==> src/rtl/counter_table_arbiter_if.sv <==
`default_nettype none
// ============================================================================
// Module   : counter_table_arbiter_if
// Purpose  : Lookup / prediction / update handshake bundle for the counter table.
// Revision : 1.0 - initial release
// ============================================================================
interface counter_table_arbiter_if #(
    parameter int IDX_W = 4
);
    logic             lookupValid;
    logic [IDX_W-1:0] lookupIndex;
    logic             lookupReady;
    logic             predValid;
    logic             predTaken;
    logic             updValid;
    logic [IDX_W-1:0] updIndex;
    logic             updTaken;
    logic             updReady;
    logic             queueEmpty;

    modport master (
        output lookupValid, lookupIndex, updValid, updIndex, updTaken,
        input  lookupReady, predValid, predTaken, updReady, queueEmpty
    );

    modport slave (
        input  lookupValid, lookupIndex, updValid, updIndex, updTaken,
        output lookupReady, predValid, predTaken, updReady, queueEmpty
    );
endinterface
`default_nettype wire

==> src/rtl/counter_table_arbiter.sv <==
`default_nettype none
// ============================================================================
// Module   : counter_table_arbiter
// Purpose  : Single-port 2-bit counter table shared by prediction lookups and
//            queued, in-order training updates with anti-starvation arbitration.
// Revision : 1.0 - initial release
// ============================================================================
module counter_table_arbiter #(
    parameter int IDX_W        = 4,
    parameter int QDEPTH       = 4,
    parameter int STARVE_LIMIT = 3
) (
    input  logic                  clock,
    input  logic                  resetN,
    counter_table_arbiter_if.slave bus
);

    localparam int TBL_SIZE = 1 << IDX_W;
    localparam int PTR_W    = $clog2(QDEPTH);
    localparam int CNT_W    = $clog2(QDEPTH + 1);
    localparam int SC_W     = $clog2(STARVE_LIMIT + 1);

    localparam logic [CNT_W-1:0] C_QFULL      = CNT_W'(QDEPTH);
    localparam logic [SC_W-1:0]  C_STARVE_MAX = SC_W'(STARVE_LIMIT);
    localparam logic [PTR_W-1:0] C_PTR_LAST   = PTR_W'(QDEPTH - 1);

    logic [1:0]       r_table [TBL_SIZE];
    logic [IDX_W-1:0] r_q_idx [QDEPTH];
    logic             r_q_tkn [QDEPTH];
    logic [PTR_W-1:0] r_rd_ptr;
    logic [PTR_W-1:0] r_wr_ptr;
    logic [CNT_W-1:0] r_count;
    logic [SC_W-1:0]  r_starve;
    logic             r_pred_valid;
    logic             r_pred_taken;

    logic             w_nonempty;
    logic             w_full;
    logic             w_force;
    logic             w_grant_upd;
    logic             w_grant_lkp;
    logic             w_push;
    logic [IDX_W-1:0] w_head_idx;
    logic             w_head_tkn;
    logic [1:0]       w_trained;

    // Saturating counter; strongly-taken drops straight to weakly-not-taken.
    function automatic logic [1:0] f_train(input logic [1:0] ctr, input logic taken);
        logic [1:0] nxt;
        case (ctr)
            2'b00:   nxt = taken ? 2'b01 : 2'b00;
            2'b01:   nxt = taken ? 2'b10 : 2'b00;
            2'b10:   nxt = taken ? 2'b11 : 2'b01;
            default: nxt = taken ? 2'b11 : 2'b01;
        endcase
        return nxt;
    endfunction

    function automatic logic [PTR_W-1:0] f_next_ptr(input logic [PTR_W-1:0] ptr);
        return (ptr == C_PTR_LAST) ? '0 : ptr + 1'b1;
    endfunction

    assign w_nonempty      = (r_count != '0);
    assign w_full          = (r_count == C_QFULL);
    assign w_force         = w_nonempty && ((r_starve == C_STARVE_MAX) || w_full);
    assign w_grant_upd     = w_nonempty && (w_force || !bus.lookupValid);
    assign w_grant_lkp     = bus.lookupValid && !w_force;
    assign w_push          = bus.updValid && !w_full;

    assign w_head_idx      = r_q_idx[r_rd_ptr];
    assign w_head_tkn      = r_q_tkn[r_rd_ptr];
    assign w_trained       = f_train(r_table[w_head_idx], w_head_tkn);

    assign bus.lookupReady = !w_force;
    assign bus.updReady    = !w_full;
    assign bus.queueEmpty  = !w_nonempty;
    assign bus.predValid   = r_pred_valid;
    assign bus.predTaken   = r_pred_taken;

    always_ff @(posedge clock) begin
        if (!resetN) begin
            for (int i = 0; i < TBL_SIZE; i++) begin
                r_table[i] <= 2'b00;
            end
        end else if (w_grant_upd) begin
            r_table[w_head_idx] <= w_trained;
        end
    end

    // Entry storage needs no reset: validity is carried entirely by r_count.
    always_ff @(posedge clock) begin
        if (w_push) begin
            r_q_idx[r_wr_ptr] <= bus.updIndex;
            r_q_tkn[r_wr_ptr] <= bus.updTaken;
        end
    end

    always_ff @(posedge clock) begin
        if (!resetN) begin
            r_rd_ptr     <= '0;
            r_wr_ptr     <= '0;
            r_count      <= '0;
            r_starve     <= '0;
            r_pred_valid <= 1'b0;
            r_pred_taken <= 1'b0;
        end else begin
            if (w_push) begin
                r_wr_ptr <= f_next_ptr(r_wr_ptr);
            end
            if (w_grant_upd) begin
                r_rd_ptr <= f_next_ptr(r_rd_ptr);
            end
            case ({w_push, w_grant_upd})
                2'b10:   r_count <= r_count + 1'b1;
                2'b01:   r_count <= r_count - 1'b1;
                default: r_count <= r_count;
            endcase

            if (w_grant_upd || !w_nonempty) begin
                r_starve <= '0;
            end else if (w_grant_lkp && (r_starve != C_STARVE_MAX)) begin
                r_starve <= r_starve + 1'b1;
            end

            r_pred_valid <= w_grant_lkp;
            if (w_grant_lkp) begin
                r_pred_taken <= r_table[bus.lookupIndex][1];
            end
        end
    end

endmodule
`default_nettype wire

==> src/flat_wrapper.sv <==
// flat-port wrapper written by rule: the top's interface ports become plain ports
module counter_table_arbiter_flat 
#(
    parameter int IDX_W        = 4,
    parameter int QDEPTH       = 4,
    parameter int STARVE_LIMIT = 3
)
  (clock, resetN, bus_lookupValid, bus_lookupIndex, bus_updValid, bus_updIndex, bus_updTaken, bus_lookupReady, bus_predValid, bus_predTaken, bus_updReady, bus_queueEmpty);
  counter_table_arbiter_if #(.IDX_W(IDX_W)) bus_i ();
  input  logic clock;
  input  logic resetN;
  input wire logic [$bits(bus_i.lookupValid)-1:0] bus_lookupValid;
  input wire logic [$bits(bus_i.lookupIndex)-1:0] bus_lookupIndex;
  input wire logic [$bits(bus_i.updValid)-1:0] bus_updValid;
  input wire logic [$bits(bus_i.updIndex)-1:0] bus_updIndex;
  input wire logic [$bits(bus_i.updTaken)-1:0] bus_updTaken;
  output wire logic [$bits(bus_i.lookupReady)-1:0] bus_lookupReady;
  output wire logic [$bits(bus_i.predValid)-1:0] bus_predValid;
  output wire logic [$bits(bus_i.predTaken)-1:0] bus_predTaken;
  output wire logic [$bits(bus_i.updReady)-1:0] bus_updReady;
  output wire logic [$bits(bus_i.queueEmpty)-1:0] bus_queueEmpty;
  assign bus_i.lookupValid = bus_lookupValid;
  assign bus_i.lookupIndex = bus_lookupIndex;
  assign bus_i.updValid = bus_updValid;
  assign bus_i.updIndex = bus_updIndex;
  assign bus_i.updTaken = bus_updTaken;
  assign bus_lookupReady = bus_i.lookupReady;
  assign bus_predValid = bus_i.predValid;
  assign bus_predTaken = bus_i.predTaken;
  assign bus_updReady = bus_i.updReady;
  assign bus_queueEmpty = bus_i.queueEmpty;
  counter_table_arbiter #(.IDX_W(IDX_W), .QDEPTH(QDEPTH), .STARVE_LIMIT(STARVE_LIMIT)) u_core (.clock(clock), .resetN(resetN), .bus(bus_i));
endmodule
==> config.mk <==
export PLATFORM = sky130hd
export DESIGN_NAME = counter_table_arbiter_flat
export DESIGN_NICKNAME = d
export VERILOG_FILES = /design/src/rtl/counter_table_arbiter_if.sv /design/src/rtl/counter_table_arbiter.sv /design/src/flat_wrapper.sv
export SDC_FILE = /design/constraint.sdc
export NUM_CORES = 1
export LEC_CHECK = 0
export CAP_MARGIN = 20
export CORE_ASPECT_RATIO = 0.7
export CORE_MARGIN = 4
export CORE_UTILIZATION = 54
export CTS_CLUSTER_SIZE = 20
export DETAILED_ROUTE_END_ITERATION = 7
export GPL_TIMING_DRIVEN = 1
export PLACE_DENSITY = 0.76
export SLEW_MARGIN = 30
export SYNTH_ARGS = -nofsm -noshare
export SYNTH_HDL_FRONTEND = slang
export SYNTH_SLANG_ARGS = --single-unit
==> constraint.sdc <==
create_clock -name clock -period 2.4 [get_ports clock]
set_input_delay 0.24 -clock clock [delete_from_list [all_inputs] [get_ports clock]]
set_output_delay 0.24 -clock clock [all_outputs]
set_load 0.01 [all_outputs]
==> results.cfg <==
[critical_path]
cp-end-kind = register
cp_data_required_time_ns = 2.51
critical_path.startpoint_type = register
crit_type = reg -> reg
path_max_fanout = 9
cp_data_arrival_time_ns = 2.50

[drt]
avgViaCountPerCell = 5.70
antenna_left = 0
route.detailed.drc = 0
via_count = 2170
drtPass1Iterations = 5
drtIter0Drc = 158
routed_wirelength_um = 6830
wl_per_cell_um = 17.9

[grt]
grt_max_degree = 22
track_usage_pct = 19.8
grt_overflow = 0
grt_pass1_vias = 2026
antenna_found_initial = 0
grt_pass1_wl_um = 10500

[yosys]
ys.flop_type = edfxtp_1
ys_seq_area_share_pct = 56.0
netlist_instances = 254
synth_edf_count = 52
synth_top_cell_area_share_pct = 48.0
synth_seq_cells = 65
synth_most_common_cell = edfxtp_1
netlist_area_um2 = 3250
async_reset_ff_share_pct = 0
yosys-top-cells-count = edfxtp_1, nand2_1, mux2i_1, a21oi_1, dfxtp_1
synth_area_per_cell_um2 = 12.8
yosysTopAreaCell = edfxtp_1
ys_types = 40
syn_nets = 275
synthTopCellsByArea = edfxtp_1, dfxtp_1, mux4_2
yosys_warnings = 0

[run]
drv_cap = 0

[layout]
drive_above_1_share_pct = 25.5
num-nets-final = 322
n_antenna_cell = 0
areaGrowthSynthToFinish_pct = 21.4
finalNonFillerCells = 381

[sta]
fin_crit_sh_pct = 99.9
fin_ws_ns = 0.00204
setup_tns_ns = 0
maxSlewHeadroom_pct = 80.2
rsz0062_at_grt = yes
clock_skew_ns = 0.00561
fmax_mhz = 417
hold_viol_final = 0
slew_violations = 0
tightestPinTransition_ns = 0.288
finalSetupViolations = 0
period_minus_slack_ns = 2.40

[floorplan]
num_rows = 23
die_h_um = 72.9
fp.dieW_um = 101
core-area_um2 = 5780
ios = 18
start_util_pct = 56.2
die_area_um2 = 7350

[clock_network]
numCtsBuffers = 9
cts_tree = yes
htreeDepth = 3
cts_buffer_depth = 2
hold_buffers = 0
clk_pin_slew_ns = 0.07
clock_latency_ns = 0.34
clock-sinks = 65
cts-root-buf = clkbuf_8

[placed_design]
dp_hpwl_um = 4830
preCtsSetupSlack_ns = -0.0289
placedCellCount = 359
gp_congestion = 0.846
port_buffers = 17

[power_and_ir_drop]
peakVddDrop_uv = 437
p_leak_nw = 1.54
power_w = 0.00449
p_per_area_nw_per_um2 = 1140

[min_path]
min_path_type = reg -> reg

[run_status]
status = complete, no violations
## layout by cell type, fill, tap and decap left out, types with 8 or more instances in the layout
cell type | synthesis | final
a21oi_1 | 15 | 15
mux4_2 | 9 | 9
clkbuf_8 | 0 | 9
nor2_1 | 9 | 9
mux2i_1 | 20 | 19
nand2_1 | 38 | 38
clkdlybuf4s50_1 | 0 | 17
inv_1 | 8 | 8
buf_4 | 1 | 24
dfxtp_1 | 13 | 12
and2b_1 | 8 | 8
edfxtp_1 | 52 | 52
## layout make-up
class | count | area (um^2)
clock buffer | 9 | 124
inverter | 8 | 30.0
fill | 414 | 1840
clock inverter | 7 | 78.8
multi-input combinational | 170 | 1350
tap | 75 | 93.8
timing repair buffer | 47 | 449
sequential | 65 | 1820
## layer usage
| layer | global-route usage [%] | vias up | share of wire (%) |
|---|---|---|---|
| met4 | 5.23 | 0 | 1.3 |
| li1 | - | 1032 | - |
| met2 | 29.0 | 90 | 45 |
| met1 | 28.0 | 1041 | 46 |
| met3 | 7.07 | 7 | 8.2 |
| met5 | 0 | - | 0 |
## metrics by stage
| stage | cell area (um^2) | utilization (%) | hold slack [ns] |
|---|---|---|---|
| CTS | 3840 | 66.4 | 0.475 |
| floorplan | 3250 | - | 0.339 |
| detailed placement | 3620 | 62.5 | 0.465 |
| finish | 3950 | 68.3 | 0.468 |
| global placement | 3620 | 62.5 | 0.451 |
| global route | 3950 | 68.3 | 0.487 |
## kinds of logic (layout without fill, tap and decap cells)
group | count (synthesis) | after routing | share of synthesized area (%)
mux | 30 | 30 | 13.2
flops | 65 | 65 | 56.0
compound gates | 33 | 33 | 6.89
fa+ha+maj | 8 | 8 | 3.31
buf+inv | 19 | 71 | 3.73
xor+xnor | 3 | 3 | 0.808
simple gates | 96 | 96 | 16.0
## sequential cells by signal (all words and copies together), names as in the netlist, named ones only
| register | flops |
|---|---|
| u_core.r_q_idx | 16 |
| u_core.r_rd_ptr | 2 |
| u_core.bus.predValid | 1 |
| u_core.r_q_tkn | 4 |
| u_core.bus.predTaken | 1 |
| u_core.r_count | 3 |
| u_core.r_table | 32 |
| u_core.r_wr_ptr | 2 |
| u_core.r_starve | 2 |
## worst max-delay path, stage by stage, from the launching register on
cell,delay (ns)
dfxtp_2,0.35
mux4_2,0.55
buf_12,0.18
mux2i_2,0.18
mux2i_1,0.14
a22oi_2,0.24
a41oi_2,0.18
buf_4,0.19
and2b_1,0.15
## path summary, 6_finish.rpt
| kind | start | end | slack [ns] | cells after the start |
|---|---|---|---|---|
| worst min register to register | u_core.bus.predTaken | u_core.bus.predTaken | 0.47 | 2 |
| worst min-delay path | u_core.bus.predTaken | u_core.bus.predTaken | 0.47 | 2 |
| worst max-delay path | register | u_core.r_table[8][1] | 0.002 | 8 |
| worst max register to register | register | u_core.r_table[8][1] | 0.002 | 8 |
## report_power, final
group | internal (W) | switching, W
Sequential | 0.00137 | 0.0000791
Combinational | 0.00104 | 0.00107
Clock | 0.000487 | 0.000449
Total | 0.00290 | 0.00160
## what timing repair did
action / in CTS / in global routing
pin swaps: 2 / 4
setup buffers: 1 / 4
setup endpoints to repair: 12 / 36
cloned: 0 / 1
resized for setup: 4 / 12
No activity file was read; power rests on OpenSTA's default activity.
